`config.mk`:
```
export PLATFORM = sky130hd
export DESIGN_NAME = delay_seq_gen
export DESIGN_NICKNAME = d
export VERILOG_FILES = /design/src/rtl/delay_seq_pkg.sv /design/src/rtl/delay_seq_gen.sv
export SDC_FILE = /design/constraint.sdc
export NUM_CORES = 1
export LEC_CHECK = 0
export ABC_AREA = 1
export CORE_UTILIZATION = 40
export CTS_BUF_LIST = sky130_fd_sc_hd__clkbuf_4 sky130_fd_sc_hd__clkbuf_8
export CTS_CLUSTER_SIZE = 28
export DETAILED_ROUTE_END_ITERATION = 8
export PLACE_DENSITY = 0.63
export RECOVER_POWER = 25
export SLEW_MARGIN = 5
export SYNTH_ARGS = -nofsm -noshare
export SYNTH_HDL_FRONTEND = slang
export SYNTH_SLANG_ARGS = --single-unit
```
`constraint.sdc`:
```
create_clock -name clk -period 1.6 [get_ports clk]
set_clock_uncertainty 0.15 [all_clocks]
set_input_delay 0.24 -clock clk [delete_from_list [all_inputs] [get_ports clk]]
set_output_delay 0.24 -clock clk [all_outputs]
set_load 0.05 [all_outputs]
```
`src/rtl/delay_seq_pkg.sv`:
```
// Shared types and constants for the a-then-b delay sequence generator.
package delay_seq_pkg;

  localparam int DEFAULT_MAX_DELAY = 7;

  typedef enum logic [1:0] {
    IDLE = 2'd0,
    A    = 2'd1,
    WAIT = 2'd2,
    B    = 2'd3
  } state_e;

endpackage

```
`src/rtl/delay_seq_gen.sv`:
```
// Emits a one-cycle pulse on a, then a one-cycle pulse on b exactly delay cycles later.
//
// state | meaning
// IDLE  | no sequence in flight
// A     | a is high
// WAIT  | counting down between a and b
// B     | b and done are high; a new request may be accepted here
module delay_seq_gen
  import delay_seq_pkg::*;
#(
  parameter int MAX_DELAY = DEFAULT_MAX_DELAY,
  parameter int DELAY_W   = $clog2(MAX_DELAY + 1)
) (
  input  logic               clk,
  input  logic               rst,
  input  logic               start,
  input  logic [DELAY_W-1:0] delay,
  output logic               ready,
  output logic               a,
  output logic               b,
  output logic               busy,
  output logic               done,
  output logic               err
);

  state_e             state_q, state_d;
  logic [DELAY_W-1:0] cnt_q, cnt_d;
  logic [DELAY_W-1:0] delay_q, delay_d;
  logic               a_q, b_q, busy_q, err_q;
  logic               delay_ok;
  logic               accept;
  logic               err_d;

  assign ready    = (state_q == IDLE) || (state_q == B);
  assign delay_ok = (delay != '0) && (delay <= DELAY_W'(MAX_DELAY));
  assign accept   = start && ready && delay_ok;
  // Covers both bad-value and busy rejects; one pulse per rejected cycle.
  assign err_d    = start && !accept;

  always_comb begin
    state_d = state_q;
    cnt_d   = cnt_q;
    delay_d = delay_q;
    case (state_q)
      IDLE: begin
        if (accept) begin
          state_d = A;
          delay_d = delay;
        end
      end
      A: begin
        if (delay_q == DELAY_W'(1)) begin
          state_d = B;
        end else begin
          state_d = WAIT;
          cnt_d   = delay_q - DELAY_W'(2);
        end
      end
      WAIT: begin
        if (cnt_q == '0) state_d = B;
        else             cnt_d   = cnt_q - DELAY_W'(1);
      end
      B: begin
        if (accept) begin
          state_d = A;
          delay_d = delay;
        end else begin
          state_d = IDLE;
        end
      end
      default: state_d = IDLE;
    endcase
  end

  // Outputs decode from the next state so they line up with the state they describe.
  always_ff @(posedge clk or posedge rst) begin
    if (rst) begin
      state_q <= IDLE;
      cnt_q   <= '0;
      delay_q <= '0;
      a_q     <= 1'b0;
      b_q     <= 1'b0;
      busy_q  <= 1'b0;
      err_q   <= 1'b0;
    end else begin
      state_q <= state_d;
      cnt_q   <= cnt_d;
      delay_q <= delay_d;
      a_q     <= (state_d == A);
      b_q     <= (state_d == B);
      busy_q  <= (state_d != IDLE);
      err_q   <= err_d;
    end
  end

  assign a    = a_q;
  assign b    = b_q;
  assign done = b_q;
  assign busy = busy_q;
  assign err  = err_q;

endmodule

```
## After elaboration in Yosys (flattened, before gate mapping)

Index checks and enable logic that the tools add are counted.

| operators by class | value |
|---|---|
| reduce and logical (&&, ||, !) cells | 14 |
| $lt $le $gt $ge | 1 |
| muxes and demuxes | 8 |
| equal/unequal tests | 8 |
| add/subtract/negate cells | 2 |

Operators with widths:

| operator | count |
|---|---|
| one-hot mux 2 bit (4 select lines) | 1 |
| equality test 2 bit (second input constant) | 3 |
| 2-to-1 mux 3 bit | 2 |
| one-hot mux 3 bit (2 select lines) | 1 |
| equality test 2 x 1 -> 1 bit (second input constant) | 2 |
| logical AND 1 bit | 4 |
| 2-to-1 mux 2 bit | 2 |
| inequality test 2 bit (second input constant) | 2 |
| nonzero test 2 bit | 2 |
| equality test 3 x 1 -> 1 bit (second input constant) | 1 |
| less-or-equal comparator 3 bit (second input constant) | 1 |
| zero test 3 bit | 1 |
| AND reduction 3 bit | 1 |
| nonzero test 3 bit | 1 |
| subtractor 3 x 1 -> 3 bit (second input constant) | 1 |
| subtractor 3 x 2 -> 3 bit (second input constant) | 1 |
| zero test 2 bit | 1 |
| 2-to-1 mux 1 bit | 2 |
| AND reduction 2 bit | 1 |
| OR reduction 2 bit | 1 |
| zero test 1 bit | 1 |
| logical OR 1 bit | 1 |

| word-level totals | value |
|---|---|
| output and inout port bits | 6 |
| word-level logic and storage cells | 40 |
| flip-flop bits (word level) | 12 |

## Depth between registers and ports, before layout

Gate-level depths: netlist of run 1.

| logic depth | value |
|---|---|
| word-level depth | 7 |
| depth in mapped cells | 10 |

## Least setup slack after synthesis of run 1

Ideal clock, no wire load.

| timing | value |
|---|---|
| kind | reg2out |
| from | register state_q[0] |
| to | output ready |
| data arrival time | 1.176 ns |
| buffers on the path | 0 |
| slack | 0.034 ns |
| required time | 1.210 ns |
| cell stages (with the launch flop) | 4 |
| cells stage by stage | dfrtp_1 inv_1 ha_1 inv_1 |

| between the ends | value |
|---|---|
| longest elaborated chain between the ends | 2 |
| elaborated cells between the ends (all ways) | 3 |
| classes of those cells | eq/ne: 1; reduce/logical: 2 |

Ends and longest elaborated chain:

| what | line | text |
|---|---|---|
| from (decl) | delay_seq_gen.sv:26 | `state_e state_q, state_d;` |
| from (signal assigned) | delay_seq_gen.sv:86 | `state_q <= state_d;` |
| equality test 2 bit or zero test 2 bit (tied branches) | delay_seq_gen.sv:34 | `assign ready = (state_q == IDLE) \|\| (state_q == B);` |
| logical OR 1 bit * | delay_seq_gen.sv:34 |  |
| to (decl) | delay_seq_gen.sv:18 | `output logic ready,` |

Every way passes the cells marked *; elsewhere a longest branch is shown, timed or not.

## Final worst setup path of run 1

Same ends and word-level chain as after synthesis.

==> summary.md, run 1 <==
| Metric | Value |
|---|---|
| Status | `finished clean` |
| Number of global-route vias before repair | `about 470` |
| Xor and xnor fraction of the mapped netlist area | `0%` |
| Seq cells post-synth | `12` |
| Number of detailed-route iterations in the first pass | `4` |
| Tightest Pin Transition | `approximately 0.47 ns` |
| Maximum operating frequency | `approximately 640 MHz` |
| Arrival time at the worst endpoint | `1.18 ns` |
| Row count | `14` |
| Largest net degree at the start of global routing | `13` |
| Mapped Cells | `77` |
| Clock-pin slew on the worst setup and hold paths | `approximately 0.070 ns` |
| Clock root buffer | `sky130_fd_sc_hd__clkbuf_4` |
| Crit Path Class | `flip-flop to output pin` |
| Share of synthesized cell area in full adder, half adder and majority cells | `around 11%` |
| Largest buffer count on any clock path | `2` |
| Total global routing overflow | `0` |
| Width of the chip | `about 42 um` |
| Count of unresolved DRC violations after routing | `0` |
| Clock sink count | `12` |
| Maximum level of the CTS H-tree | `1` |
| Final instance area | `a little over 900 um2` |
| CTS tree | `done` |
| Number of DRC markers in iteration 0 | `12` |
| Mean post-synth cell area | `around 8.5 um2` |
| Finish-stage setup viols | `0` |
| Synthesized-area fraction occupied by and/or/nand/nor cells | `between 20% and 30%` |
| Routed length on met2 | `620 um` |
| Worst stage delay on the critical path | `0.36 ns` |
| Endpoint class of the critical path | `output pin` |
| Chip height | `42.5 um` |
| Min setup slack post-route | `roughly 0.026 ns` |
| Core area | `around 0.0015 mm2` |
| Placed cell areas | `846 um2` |
| Max capacitance violation total | `0` |
| Portion of netlist area occupied by mux cells | `0%` |
| Count of endpoints failing hold in the final timing report | `0` |
| Count of inserted antenna diode cells | `0` |
| First-pass GRT wire length | `a little over 2 mm` |
| Share of cells above drive strength 1 | `around a third` |
| Synth Cell Area | `around 660 um2` |
| Highest metal layer with signal wires | `met4` |
| WL met1 | `a little over 500 um` |
| Final worst path period need | `between 1.5 and 2 ns` |
| Synthesis-to-layout area growth | `42.0%` |
| Required time of the worst setup path | `~1.2 ns` |
| Net count of the finished layout | `between 100 and 150` |
| Max transition margin | `between 60% and 70%` |
| Final routed wire length divided by cell count | `roughly 11 um` |
| Vias | `515` |
| Path category of the worst min-delay check | `input pin to async pin` |
| Share of the synthesized area in compound gates (AO/OA/AOI/OAI) | `roughly 9%` |
| Latest clock arrival within the worst-skew pair | `roughly 0.28 ns` |
| Sum of negative setup slack | `0 ns` |
| Number of antenna violations at the first check in global routing | `0` |
| Number of buffers created by CTS | `3` |
| Net count after synthesis | `just under 90` |
| Crit start category | `flip-flop` |
| Count of distinct cell types in the synthesized netlist | `15` |
| Global-route usage over all layers | `approximately 16%` |
| Series of cell instances along the critical path | `inv_2, ha_4, inv_4, buf_12` |
| Setup repair after global routing missed its margin | `yes` |
| WL met3 | `between 40 and 50 um` |
| Final estimated routing congestion in global placement | `0.812` |
| Routed wire length | `between 1 and 1.5 mm` |
| FILL cells | `142` |
| Crit-path max FO | `4` |
| Die Footprint | `between 0.0015 and 0.002 mm2` |
| Cell with the largest stage delay on the worst path | `sky130_fd_sc_hd__dfrtp_1` |
| Ratio of final minimum period to clock period | `a little over nine tenths` |
| HPWL Detailed | `approximately 900 um` |
| Post-DR vias/cell | `~4.6` |
| Combinational family with the most area after synthesis | `simple AND/OR/NAND/NOR gates` |
| Initial cell density of the core | `a little over two fifths` |
| Top-level I/O count | `12` |
| Pre-CTS WS | `-0.0111 ns` |
| Sequential element share of the synthesized area | `between 40% and 50%` |
| Number of warning messages in the yosys log | `0` |
| Final slew viol count | `0` |
| Number of buffers inserted by port buffering | `11` |
| Number of antenna-violating nets in the routed design | `0` |
-- cells in the final DEF, fill, tap and decap left out, types with 2 or more instances in the layout --
master / instances
sky130_fd_sc_hd__nand2_2: 4
sky130_fd_sc_hd__inv_4: 2
sky130_fd_sc_hd__clkbuf_4: 3
sky130_fd_sc_hd__inv_1: 11
sky130_fd_sc_hd__buf_4: 5
sky130_fd_sc_hd__buf_12: 6
sky130_fd_sc_hd__nor2_1: 6
sky130_fd_sc_hd__ha_1: 3
sky130_fd_sc_hd__clkdlybuf4s50_1: 4
sky130_fd_sc_hd__dfrtp_1: 12
sky130_fd_sc_hd__o21ai_0: 7
sky130_fd_sc_hd__inv_2: 3
sky130_fd_sc_hd__nor2_2: 2
sky130_fd_sc_hd__nand2_1: 18
sky130_fd_sc_hd__ha_4: 2
-- registers in the layout, summed over array words and instances, names as in the netlist --
signal   cells
err          1
delay_q      3
b            1
cnt_q        3
busy         1
state_q      2
a            1
-- kinds of logic (layout without fill, tap and decap cells) --
logic type,count (synthesis),after routing
flip-flops,12,12
adder cells (fa/ha/maj),6,6
AND/OR/NAND/NOR,33,33
AO/OA/AOI/OAI,9,9
buffers and inverters,17,35
-- critical path: cells and delay by family (launching register included) --
family	cells	cell delay, ns
flip-flops	1	0.36
adder cells (fa/ha/maj)	1	0.30
buffers and inverters	3	0.24
-- metal layers --
layer	up-vias	GRT usage (%)
met4	0	3.75
met5	-	0
met1	235	17.4
li1	268	-
met2	8	27.4
met3	4	7.76
-- cells in the mapped netlist (all sizes together) --
cell type	n	share of area (%)
buf	1	1.1
dfrtp	12	46
ha	6	11
inv	16	9.2
nand2	22	14
nand3	2	2.3
nor2	9	7.1
o21ai	8	6.1
o21bai	1	2.9
-- repair_timing --
action | 4_1_cts | 5_1_grt
setup buffers | 3 | 1
pin swaps | 0 | 3
endpoints found under the setup margin | 2 | 8
hold buffers | 0 | 0
gates resized for setup | 5 | 5
-- final cells by class --
cell class,count,area [um2],area share (%)
multi-input combinational,48,315,33.9
sequential,12,300,32.3
timing repair buffer,16,208,22.3
inverter,16,65.1,6.99
clock buffer,3,22.5,2.42
tap,16,20.0,2.15
-- worst paths after layout --
path	startpoint	endpoint	slack [ns]	depth (start not counted)
min	rst	cnt_q[1]$_DFFE_PP0P_	0.26	2
max reg2reg	state_q[0]$_DFF_PP0_	cnt_q[1]$_DFFE_PP0P_	0.07	10
max	state_q[0]$_DFF_PP0_	ready	0.03	4
min in group clk	cnt_q[2]$_DFFE_PP0P_	cnt_q[2]$_DFFE_PP0P_	0.33	2
max in group asynchronous	rst	err$_DFF_PP0_	0.72	2
min reg2reg	cnt_q[2]$_DFFE_PP0P_	cnt_q[2]$_DFFE_PP0P_	0.33	2
-- through the flow --
step                cells  util (%)  hold WS (ns)
finish                111      61.1         0.258
floorplan              77         -       -0.0453
CTS                   110      59.4         0.145
global route          111      61.1         0.303
global placement      104      55.5         0.318
detailed placement    104      55.5         0.323
Power of run 1 is left out: the tool's default activity adds up to more than one toggle a clock period on the data nets, which glitch-free logic cannot reach.
==> run 2: changes to the inputs <==
==> constraint.sdc (replaced) <==
create_clock -name clk -period 1.75 [get_ports clk]
set_clock_uncertainty 0.15 [all_clocks]
set_input_delay 0.2625 -clock clk [delete_from_list [all_inputs] [get_ports clk]]
set_output_delay 0.2625 -clock clk [all_outputs]
set_load 0.05 [all_outputs]
==> summary.md, run 2 (synthesis results as in run 1) <==
| Metric | Value |
|---|---|
| Count of unresolved DRC violations after routing | `0 (unchanged)` |
| Maximum operating frequency | `about 590 MHz` |
| Util after Layout | `53.4% (-7.7 points)` |
| Number of buffers created by CTS | `3 (unchanged)` |
| Final worst path period need | `~1.7 ns` |
| Die Footprint | `0.00180 mm2 (unchanged)` |
| Most frequent cells in the layout | `sky130_fd_sc_hd__nand2_1 (18), sky130_fd_sc_hd__inv_1 (13), sky130_fd_sc_hd__dfrtp_1 (12)` |
| Top-level I/O count | `12 (unchanged)` |
| Total global routing overflow | `0 (unchanged)` |
| Number of detailed-route iterations in the first pass | `3 (-1)` |
| Endpoint class of the critical path | `output pin` |
| Number of antenna-violating nets in the routed design | `0 (unchanged)` |
| Final routed wire length divided by cell count | `10.4 um (-3.8%)` |
| Highest metal layer with signal wires | `met3` |
| Chip height | `42.5 um (unchanged)` |
| Series of cell instances along the critical path | `inv_4, ha_4, inv_2, buf_12` |
| Global-route usage over all layers | `14.6% (-1.2 points)` |
| Path category of the worst min-delay check | `input pin to async pin` |
| Maximum level of the CTS H-tree | `1 (unchanged)` |
| Synthesis-to-layout area growth | `24.0%` |
| First-pass GRT wire length | `1.91 mm (-5.4%)` |
| Cell family contributing the most delay on the critical path | `flip-flops` |
| Ratio of final minimum period to clock period | `between 90% and 100%` |
| Tightest Pin Transition | `0.465 ns (-0.00159 ns)` |
| Status | `finished clean` |
| Row count | `14 (unchanged)` |
| Clock sink count | `12 (unchanged)` |
| Arrival time at the worst endpoint | `1.28 ns (+0.10 ns)` |
| Post-DR vias/cell | `4.49 (-3.2%)` |
| Share of cells above drive strength 1 | `24.4% (-8.2 points)` |
| Buffering stage count on the worst path with inverters included | `3 (unchanged)` |
| Vias | `476 (-7.6%)` |
| Count of inserted antenna diode cells | `0 (unchanged)` |
| Final slew viol count | `0 (unchanged)` |
| Number of global-route vias before repair | `470 (+0.21%)` |
| CTS tree | `done` |
| Worst stage delay on the critical path | `0.44 ns (+0.08 ns)` |
| Net count of the finished layout | `104 (-4.6%)` |
| Number of setup buffers added after CTS | `0 (-3)` |
| Routed length on met2 | `510 um (-18%)` |
| WL met3 | `37 um (-24%)` |
| Width of the chip | `42.5 um (unchanged)` |
| Finish-stage setup viols | `0 (unchanged)` |
| Number of antenna violations at the first check in global routing | `0 (unchanged)` |
| Largest net degree at the start of global routing | `13 (unchanged)` |
| FILL cells | `145 (+2.1%)` |
| Clock root buffer | `sky130_fd_sc_hd__clkbuf_4` |
| Max transition margin | `69.0% (+0.11 points)` |
| Crit Path Class | `flip-flop to output pin` |
| WL met1 | `556 um (+9.4%)` |
| Initial cell density of the core | `43.0% (unchanged)` |
| Largest buffer count on any clock path | `2 (unchanged)` |
| Number of buffers inserted by port buffering | `11 (unchanged)` |
| Count of endpoints failing hold in the final timing report | `0 (unchanged)` |
| Most common library cell in the layout ignoring fill and taps | `sky130_fd_sc_hd__nand2_1` |
| Routed wire length | `1.11 mm (-8.1%)` |
| Cell with the largest stage delay on the worst path | `sky130_fd_sc_hd__dfrtp_1` |
| Registers with the highest flip-flop counts | `cnt_q: 3 flops, delay_q: 3 flops, state_q: 2 flops` |
| HPWL Detailed | `831 um (-7.5%)` |
| Crit start category | `flip-flop` |
| Combined area of the multi-input logic cells | `300 um2 (-4.8%)` |
| Clock-pin slew on the worst setup and hold paths | `0.07 ns (about the same)` |
| Required time of the worst setup path | `1.34 ns (+0.13 ns)` |
| Final estimated routing congestion in global placement | `0.771 (-5.0%)` |
| Crit-path max FO | `4 (unchanged)` |
| Number of DRC markers in iteration 0 | `12 (unchanged)` |
| Count of hold-fix buffers inserted at cts | `0 (unchanged)` |
| Core area | `0.00152 mm2 (unchanged)` |
| Max capacitance violation total | `0 (unchanged)` |
| Area taken by flip-flops and latches | `300 um2 (unchanged)` |
| Latest clock arrival within the worst-skew pair | `0.27 ns (about the same)` |
==> run 2: cell count changes in the layout (fill, tap and decap cells not counted) <==
cell,delta
sky130_fd_sc_hd__buf_12,-5
sky130_fd_sc_hd__ha_1,+2
sky130_fd_sc_hd__inv_1,+2
sky130_fd_sc_hd__ha_2,-1
sky130_fd_sc_hd__ha_4,-1
sky130_fd_sc_hd__inv_2,-1
sky130_fd_sc_hd__inv_4,-1
==> run 2: routing by layer <==
| metal | vias to the layer above | GRT usage [%] |
|---|---|---|
| met5 | - | 0 |
| met1 | 210 | 20.2 |
| met4 | 0 | 9.38 |
| met2 | 7 | 20.0 |
| li1 | 259 | - |
| met3 | 0 | 3.88 |
==> run 2: what timing repair did <==
action | 4_1_cts | 5_1_grt
endpoints found under the hold margin | 0 | 0
endpoints found under the setup margin | 1 | 1
resized for setup | 3 | 1
==> run 2: worst reg2reg max path: cells and delay by family (launching register included) <==
family                     cells  cell delay (ns)
adders and majority gates      1             0.25
AOI/OAI and AO/OA              1             0.05
and+or+nand+nor                4             0.34
DFF                            1             0.43
buffers and inverters          2             0.16
==> run 2: stage by stage <==
| step | setup slack (ns) | cell area (um2) | instances | TNS (ns) | hold slack, ns |
|---|---|---|---|---|---|
| 3_3_place_gp | 0.140 | 776 | 103 | 0 | 0.317 |
| 4_1_cts | 0.0324 | 811 | 106 | 0 | 0.158 |
| 3_5_place_dp | 0.118 | 776 | 103 | 0 | 0.326 |
| 5_1_grt | -0.000418 | 813 | 106 | -0.000418 | 0.331 |
| 6_report | 0.0552 | 813 | 106 | 0 | 0.281 |
| 2_1_floorplan | 0.162 | 656 | 77 | 0 | -0.0228 |
==> run 2: area by class of cell <==
cell class,count,share of cell area [%]
clock buffer,3,2.77
inverter,16,7.69
multi-input combinational,48,36.9
sequential,12,36.9
tap,16,2.46
timing repair buffer,11,13.2
==> run 2: worst paths after layout <==
check                                startpoint              endpoint  slack [ns]  cells past startpoint
min                                         rst  state_q[0]$_DFF_PP0_        0.28                      2
min in group clk           cnt_q[2]$_DFFE_PP0P_  cnt_q[2]$_DFFE_PP0P_        0.34                      2
max in group asynchronous                   rst           a$_DFF_PP0_        0.85                      2
min reg2reg                cnt_q[2]$_DFFE_PP0P_  cnt_q[2]$_DFFE_PP0P_        0.34                      2
max                        state_q[0]$_DFF_PP0_                 ready        0.06                      4
max reg2reg                state_q[0]$_DFF_PP0_  cnt_q[1]$_DFFE_PP0P_        0.24                      8
Power of run 2 is left out for the same reason.
